[src/rtl/store_buffer_pkg.sv]
// Shared definitions for the store buffer: byte-enable encodings, default sizes
// and the legal byte-enable check used by the acceptance assertion.
package store_buffer_pkg;

  localparam int SB_DEPTH = 4;
  localparam int SB_AW    = 12;

  localparam logic [3:0] BE_B0 = 4'b0001;
  localparam logic [3:0] BE_B1 = 4'b0010;
  localparam logic [3:0] BE_B2 = 4'b0100;
  localparam logic [3:0] BE_B3 = 4'b1000;
  localparam logic [3:0] BE_H0 = 4'b0011;
  localparam logic [3:0] BE_H1 = 4'b1100;
  localparam logic [3:0] BE_W  = 4'b1111;

  function automatic logic is_legal_be(input logic [3:0] be);
    return (be == BE_B0) || (be == BE_B1) || (be == BE_B2) || (be == BE_B3) ||
           (be == BE_H0) || (be == BE_H1) || (be == BE_W);
  endfunction

endpackage

[src/rtl/store_buffer_sb_queue.sv]
// Circular store queue: push at tail, pop at head, one of each per cycle; state updates at the edge.
// Also reports which live entries hold a given word address (for load conflict detection).
module sb_queue
  import store_buffer_pkg::*;
#(
  parameter int DEPTH = SB_DEPTH,
  parameter int AW    = SB_AW
) (
  input  logic                     clk,
  input  logic                     rst_n,
  input  logic                     push,
  input  logic [AW-1:0]            push_addr,
  input  logic [31:0]              push_data,
  input  logic [3:0]               push_be,
  input  logic                     pop,
  input  logic [AW-1:0]            match_addr,
  output logic [AW-1:0]            head_addr,
  output logic [31:0]              head_data,
  output logic [3:0]               head_be,
  output logic [$clog2(DEPTH):0]   count,
  output logic [DEPTH-1:0]         match_vec
);

  localparam int PW = $clog2(DEPTH);

  logic [PW-1:0] head_q, head_d;
  logic [PW-1:0] tail_q, tail_d;
  logic [PW:0]   count_q, count_d;

  logic [AW-1:0] addr_q [DEPTH];
  logic [AW-1:0] addr_d [DEPTH];
  logic [31:0]   data_q [DEPTH];
  logic [31:0]   data_d [DEPTH];
  logic [3:0]    be_q   [DEPTH];
  logic [3:0]    be_d   [DEPTH];

  logic [PW-1:0] offset;

  always_comb begin
    head_d  = head_q;
    tail_d  = tail_q;
    count_d = count_q;
    addr_d  = addr_q;
    data_d  = data_q;
    be_d    = be_q;
    if (push) begin
      addr_d[tail_q] = push_addr;
      data_d[tail_q] = push_data;
      be_d[tail_q]   = push_be;
      tail_d         = tail_q + 1'b1;
    end
    if (pop) begin
      head_d = head_q + 1'b1;
    end
    count_d = count_q + {{PW{1'b0}}, push} - {{PW{1'b0}}, pop};
  end

  // An entry is live when its distance from head is below count.
  always_comb begin
    offset    = '0;
    match_vec = '0;
    for (int i = 0; i < DEPTH; i++) begin
      offset       = PW'(i) - head_q;
      match_vec[i] = ({1'b0, offset} < count_q) && (addr_q[i] == match_addr);
    end
  end

  always_ff @(posedge clk) begin
    if (!rst_n) begin
      head_q  <= '0;
      tail_q  <= '0;
      count_q <= '0;
    end else begin
      head_q  <= head_d;
      tail_q  <= tail_d;
      count_q <= count_d;
    end
  end

  always_ff @(posedge clk) begin
    addr_q <= addr_d;
    data_q <= data_d;
    be_q   <= be_d;
  end

  assign head_addr = addr_q[head_q];
  assign head_data = data_q[head_q];
  assign head_be   = be_q[head_q];
  assign count     = count_q;

endmodule

[src/rtl/store_buffer.sv]
// Store queue plus single-port dm arbiter: stores drain in order one per cycle, at least one edge after accept.
// St_ready drops only when full; loads get the port combinationally unless they hit a buffered/incoming store or the queue is full.
module store_buffer
  import store_buffer_pkg::*;
#(
  parameter int DEPTH = SB_DEPTH,
  parameter int AW    = SB_AW
) (
  input  logic          Clk,
  input  logic          Reset,
  input  logic          St_valid,
  input  logic [AW-1:0] St_addr,
  input  logic [31:0]   St_data,
  input  logic [3:0]    St_be,
  output logic          St_ready,
  input  logic          Ld_valid,
  input  logic [AW-1:0] Ld_addr,
  output logic          Ld_ready,
  output logic          Sb_empty,
  output logic [AW-1:0] Dm_addr,
  output logic [31:0]   Dm_din,
  output logic [3:0]    Dm_be,
  output logic          Dm_we
);

  localparam int PW = $clog2(DEPTH);
  localparam logic [PW:0] FULL_CNT = DEPTH[PW:0];

  logic [AW-1:0]    head_addr;
  logic [31:0]      head_data;
  logic [3:0]       head_be;
  logic [PW:0]      count;
  logic [DEPTH-1:0] match_vec;
  logic             full;
  logic             conflict;
  logic             drain;
  logic             ld_grant;
  logic             push;

  sb_queue #(.DEPTH(DEPTH), .AW(AW)) u_queue (
    .clk        (Clk),
    .rst_n      (Reset),
    .push       (push),
    .push_addr  (St_addr),
    .push_data  (St_data),
    .push_be    (St_be),
    .pop        (drain),
    .match_addr (Ld_addr),
    .head_addr  (head_addr),
    .head_data  (head_data),
    .head_be    (head_be),
    .count      (count),
    .match_vec  (match_vec)
  );

  assign full     = (count == FULL_CNT);
  assign St_ready = Reset && !full;
  assign push     = St_valid && St_ready;
  assign Sb_empty = (count == '0);

  // The incoming-store term is conservative: it stalls even if that store is not accepted.
  assign conflict = Ld_valid && ((|match_vec) || (St_valid && (St_addr == Ld_addr)));

  always_comb begin
    drain    = 1'b0;
    ld_grant = 1'b0;
    if (Reset) begin
      if (full && (count != '0)) begin
        drain = 1'b1;
      end else if (Ld_valid && !conflict) begin
        ld_grant = 1'b1;
      end else if (count != '0) begin
        drain = 1'b1;
      end
    end
  end

  always_comb begin
    Dm_we    = drain;
    Ld_ready = ld_grant;
    Dm_addr  = drain ? head_addr : Ld_addr;
    Dm_din   = drain ? head_data : 32'h0;
    Dm_be    = drain ? head_be   : 4'h0;
  end

  a_legal_be: assert property (@(posedge Clk) (Reset && St_valid && St_ready) |-> is_legal_be(St_be));

endmodule

[config.mk]
export PLATFORM = sky130hd
export DESIGN_NAME = store_buffer
export DESIGN_NICKNAME = d
export VERILOG_FILES = /design/src/rtl/store_buffer_pkg.sv /design/src/rtl/store_buffer_sb_queue.sv /design/src/rtl/store_buffer.sv
export SDC_FILE = /design/constraint.sdc
export NUM_CORES = 1
export LEC_CHECK = 0
export ABC_AREA = 1
export CORE_UTILIZATION = 59
export DETAILED_ROUTE_END_ITERATION = 8
export PLACE_DENSITY = 0.87
export SYNTH_ARGS = -nofsm -noshare
export SYNTH_HDL_FRONTEND = slang
export SYNTH_SLANG_ARGS = --single-unit
[constraint.sdc]
create_clock -name Clk -period 9 [get_ports Clk]
set_clock_uncertainty 0.15 [all_clocks]
set_input_delay 1.35 -clock Clk [delete_from_list [all_inputs] [get_ports Clk]]
set_output_delay 1.35 -clock Clk [all_outputs]
set_load 0.005 [all_outputs]
# --- After elaboration in Yosys (flattened, before gate mapping) ---
# Index checks and enable logic that the tools add are counted.
word_totals:
  regBits: 199
  out_inout_bits: 52
op_classes:
  addsub: 8
  order_cmp: 7
  n_eq_ne: 6
  mux: 28
  bitwise_logic: 2
  reduce_logical: 17
ops:
  columns: ["op", "n"]
  rows:
  - ["$bwmux 128", 1]
  - ["$mux 32", 4]
  - ["$bmux 32 s2", 1]
  - ["$demux 32 s2", 1]
  - ["$eq 12x12->1", 5]
  - ["$bwmux 48", 1]
  - ["$mux 12", 4]
  - ["$bmux 12 s2", 1]
  - ["$demux 12 s2", 1]
  - ["$bwmux 16", 1]
  - ["$mux 4", 4]
  - ["$lt 2x3->1", 4]
  - ["$logic_and 1x1->1", 11]
  - ["$bmux 4 s2", 1]
  - ["$demux 4 s2", 1]
  - ["$mux 1", 7]
  - ["$ge 3x3->1 const B", 2]
  - ["$not 2->3", 2]
  - ["$add 2x1->2 const B", 2]
  - ["$reduce_or 4->1", 1]
  - ["$sub 1x2->2 const A", 2]
  - ["$sub 2x2->2 const A", 2]
  - ["$add 3x1->3", 1]
  - ["$eq 3x3->1 const B", 1]
  - ["other kinds (6)", 7]

# --- Depth between registers and ports, before layout ---
depth:
  word_depth: 12
  depth_mapped: 23
  mapped_depth_nobuf: 22

# --- Hierarchy ---
# A second synthesis with hierarchy kept.
unflattened:
  hier_cells: 820
  hier_area_um2: 8869.8
by_module_without_submodules:
  columns: ["module", "n_inst", "cells_each", "area_each_um2", "seq_area_each_um2"]
  rows:
  - ["sb_queue", 1, 628, 8069.0, 5905.7]
  - ["store_buffer", 1, 192, 800.8, 0.0]

# --- Worst setup path after synthesis ---
# Ideal clock, no wire load.
synth_timing:
  path_kind: "input port to flip-flop"
  from: "input Reset"
  to: "register u_queue.addr_q[0] in the netlist's numbering (enable)"
  arrival_time_ps: 3683
  t_required_ps: 8396
  setup_slack_ps: 4713
  cell_stages: 4
  cell_sequence: "nand2_1 -> nor2_1 -> inv_1 -> nor2_1"
synth_via:
  elab_chain_len: 2
synth_rtl:
  columns: ["element", "line", "source"]
  rows:
  - ["start: declaration", "store_buffer.sv:10", "input logic Reset,"]
  - ["$logic_and 1x1->1", "store_buffer.sv:57", "assign St_ready = Reset && !full;"]
  - ["$logic_and 1x1->1", "store_buffer.sv:58", "assign push = St_valid && St_ready;"]
  - ["net push", "store_buffer.sv:38", "logic push;"]
  - ["end signal: assignment", "store_buffer_sb_queue.sv:81", "addr_q <= addr_d;"]
  - ["end: declaration", "store_buffer_sb_queue.sv:30", "logic [AW-1:0] addr_q [DEPTH];"]
# The timed path passes the listed nets, and every way through them passes these cells.
# A chain may end at the register's enable or synchronous reset.

# --- Worst setup path after layout ---
layout_timing:
  from: "input Ld_addr[8]"
  to: "output Dm_addr[4]"
layout_via:
  elab_chain_len: 11
  word_cells_on_any_way: 19
  classes_between: "eq/ne (5); mux (4); reduce/logical (10)"
layout_rtl:
  columns: ["element", "line", "source"]
  rows:
  - ["start: declaration", "store_buffer.sv:17", "input logic [AW-1:0] Ld_addr,"]
  - ["$eq 12x12->1", "store_buffer_sb_queue.sv:64", "match_vec[i] = ({1'b0, offset} < count_q) && (addr_q[i] == match_addr);"]
  - ["$logic_and 1x1->1", "store_buffer_sb_queue.sv:64", null]
  - ["$reduce_or 4->1", "store_buffer.sv:62", "assign conflict = Ld_valid && ((|match_vec) || (St_valid && (St_addr == Ld_addr)));"]
  - ["$logic_or 1x1->1 *", "store_buffer.sv:62", null]
  - ["$logic_and 1x1->1 *", "store_buffer.sv:62", null]
  - ["$logic_not 1->1 *", "store_buffer.sv:70", "end else if (Ld_valid && !conflict) begin"]
  - ["$logic_and 1x1->1 *", "store_buffer.sv:70", null]
  - ["$mux 1 *", "store_buffer.sv:70", null]
  - ["$mux 1 *", "store_buffer.sv:68", "if (full && (count != '0)) begin"]
  - ["$mux 1 *", "store_buffer.sv:67", "if (Reset) begin"]
  - ["$mux 12 *", "store_buffer.sv:81", "Dm_addr = drain ? head_addr : Ld_addr;"]
  - ["end: declaration", "store_buffer.sv:20", "output logic [AW-1:0] Dm_addr,"]
# Mark *: on every way between the ends. The rest lies on a longest branch, timed or not.

==> qor.log <==
[critical_path] launch point of the worst path Ld_addr[8]
[route] Antenna Nets Post-Route 0
[min_path] Worst Hold Endpoint u_queue.tail_q[1]
[run] Max-Cap Viols 0
[floorplan] total number of placement rows 44
[route] Via density 5.80
[critical_path] CP endpoint kind output pin
[min_path] classification of the worst-slack hold path flop to flop
[grt] vias in the first global route 5990
[clock_tree] number of CTS-inserted buffers 17
[pwr] Worst IR Drop VDD 0.227 mV
[clock_tree] clock net sink count 199
[layout] most common cell after layout, fill and taps aside sky130_fd_sc_hd__nand2_1
[pwr] leak pwr 3.91 nW
[floorplan] Starting Density 60.4%
[route] number of violations reported at the end of detailed-routing iteration 0 660
[critical_path] startpoint of the worst-slack reg-to-reg timing path u_queue.head_q[1]
[floorplan] Vert. Die Dim 124 um
[critical_path] arrival time at the worst endpoint 4.90 ns
[floorplan] Ports 116
[critical_path] slack of the worst reg-to-reg path 4.03 ns
[floorplan] die area 15400 um^2
[timing] f_max 156 MHz
[critical_path] data required time at the worst endpoint 7.50 ns
[critical_path] kind of critical path input pin to output pin
[synthesis] post-synthesis area per instance 11.4 um^2
[critical_path] end of the worst register-to-register path u_queue.count[2]
[timing] number of setup violations in the final report 0
[clock_tree] post-CTS setup-driven buffer insertion count 0
[critical_path] crit path cell chain clkdlybuf4s50_1 > inv_2 > nand2_1 > nand2_1 > nor2_1 > nand2_1 > nor2_1 > nand2_1 > nand2_1 > nor2_2 > nand3_2 > nand2_2 > inv_2 > nand2_1 > o21ai_1 > clkdlybuf4s50_1
[timing] RSZ-0062 raised after global routing false
[critical_path] nature of the critical path startpoint input pin
[synthesis] synthesized net count 847
[min_path] start point of the worst min-delay path u_queue.tail_q[1]
[layout] post-synthesis to final-layout area growth 21.7%
[grt] first-pass GRT wire length 30800 um
[placed_design] RePlAce Congestion 0.932
[clock_tree] number of levels in the clock H-tree 4
[floorplan] width of the die 124 um
[route] DRC viols 0
[pwr] Power Density 241 nW/um^2
[layout] final-stage net count 963
[placed_design] number of buffers added on ports 115
[placed_design] HPWL reported at the end of detailed placement 12600 um
[grt] number of antenna violations at the first check in global routing 0
[synthesis] proportion of synthesized chip area in sequential cells 67.3%
[critical_path] top fanout value on the critical path 39
[layout] highest-count cells in the layout ignoring fill and taps 251 x sky130_fd_sc_hd__nand2_1, 192 x sky130_fd_sc_hd__edfxtp_1, 115 x sky130_fd_sc_hd__clkdlybuf4s50_1
[critical_path] delay of the slowest critical-path stage 0.66 ns
[synthesis] count of state elements after synthesis 199
[clock_tree] clock tree buffer depth 2
[synthesis] number of synthesis warnings 0
[layout] fraction of layout instances using a drive strength above 1 8.77%
[grt] final global-route overflow total 0
[layout] number of filler instances in the final layout 934
[synthesis] gate count of the mapped netlist 772
[clock_tree] clock transition time at the flip-flop clock pins of the worst setup and hold paths 0.07 ns
[clock_tree] Clk Latency, worst-skew pair 0.44 ns
[pwr] power consumption 0.00258 W
[timing] final setup TNS 0 ns
[clock_tree] CTS tree done
[timing] worst slew pin tran 1.07 ns
[layout] antenna cell count 0
[min_path] Min-Delay Path Depth 2
[route] detailed-route wire length per cell 18.9 um
[timing] Period minus WS final 6.40 ns
[critical_path] cells on worst reg2reg path 22
[synthesis] synthesized cell area 8770 um^2
[timing] final hold vios 0
[status] status complete, no violations
[route] number of detailed-routing iterations run before antenna repair 5
[route] vias 6294
[clock_tree] post-cts repair resize count 0
[clock_tree] CTS hold repair buffers 0
[timing] ratio of final minimum period to clock period 71.1%
[timing] Rel. slew slack 28.4%
[synthesis] number of library cell types mapped by synthesis 25
[route] Routed WL 20500 um
[critical_path] slowest library cell on the worst path sky130_fd_sc_hd__inv_2
[grt] largest net degree at the start of global routing 49
[critical_path] Most Frequent Cell on Critical Path sky130_fd_sc_hd__nand2_1
[clock_tree] clock root buffer sky130_fd_sc_hd__clkbuf_16
[floorplan] core box area 14500 um^2
[grt] GR Util All Layers 27.9%
[timing] Final Slew Violations 0
-- per-layer routing --
metal / GRT usage [%] / up-vias / share of wire, %
met5: 0 / - / 0
met4: 13.7 / 0 / 2.7
met1: 35.4 / 3023 / 40
li1: - / 2902 / -
met3: 5.63 / 49 / 7.0
met2: 46.1 / 320 / 50
-- synth_stat cells (all sizes together) --
library cell | number | area (um^2)
or2 | 2 | 12.5
fa | 1 | 20.0
nand2 | 252 | 948
a31oi | 36 | 350
o21ai | 15 | 75.1
ha | 10 | 125
nand3 | 4 | 25.0
inv | 82 | 308
buf | 7 | 66.3
xor2 | 13 | 114
o221ai | 11 | 96.3
nor2 | 63 | 239
a22oi | 49 | 368
dfxtp | 7 | 140
clkbuf | 19 | 71.3
xnor2 | 1 | 8.76
edfxtp | 192 | 5770
a21oi | 8 | 40.0
-- worst max-delay path by stage --
| stage | endpoint | slack, ns | depth (start not counted) |
|---|---|---|---|
| finish | Dm_addr[4] | 2.60 | 16 |
| global route | Dm_addr[11] | 2.30 | 16 |
| global placement | Dm_addr[8] | 2.67 | 14 |
| detailed placement | Dm_addr[7] | 2.68 | 13 |
| CTS | Dm_addr[7] | 2.63 | 16 |
| floorplan | u_queue.addr_q[0] | 4.71 | 4 |
-- report_power, final --
part | internal, W | switching [W] | leakage (nW) | total, W
registers | 0.00107 | 0.0000295 | 1.80 | 0.00110
logic | 0.000324 | 0.000431 | 1.84 | 0.000755
clock network | 0.000383 | 0.000336 | 0.269 | 0.000720
-- flip-flops by register name, summed over array words and instances, names as in the netlist --
| register | count |
|---|---|
| u_queue.head_q | 2 |
| u_queue.addr_q | 48 |
| u_queue.tail_q | 2 |
| u_queue.count | 3 |
| u_queue.be_q | 16 |
| u_queue.data_q | 128 |
-- worst max-delay path, delay by kind of cell --
kind / cells / cell delay (ns)
buffers and inverters: 4 / 1.91
AND/OR/NAND/NOR: 11 / 1.52
AO/OA/AOI/OAI: 1 / 0.10
-- kinds of logic after synthesis --
logic type                 after synthesis  synth area share (%)
AOI/OAI and AO/OA                      119                  10.6
xor gates and xnor gates                14                  1.40
adders and majority gates               11                  1.65
buffers and inverters                  108                  5.08
DFF                                    199                  67.3
and+or+nand+nor                        321                  14.0
-- per-stage QoR --
stage          instances  setup slack, ns  utilization, %  hold WS, ns  cell area (um^2)
2_1_floorplan        772             4.71               -        0.340              8770
3_3_place_gp        1053             2.67            69.7        0.366             10100
3_5_place_dp        1053             2.68            69.7        0.379             10100
4_1_cts             1085             2.63            73.5        0.405             10700
5_1_grt             1085             2.30            73.5        0.443             10700
6_report            1085             2.60            73.5        0.398             10700
-- final cells by class --
type,count,area (um^2),area share [%]
flip-flops and latches,199,5910,55.3
multi-input cells,465,2470,23.1
repair buffers,123,1210,11.3
clock buffers,18,429,4.02
inverters,82,308,2.88
well taps,184,230,2.16
clock inverters,14,126,1.18
Note: power is estimated with default switching activity, not from simulation.
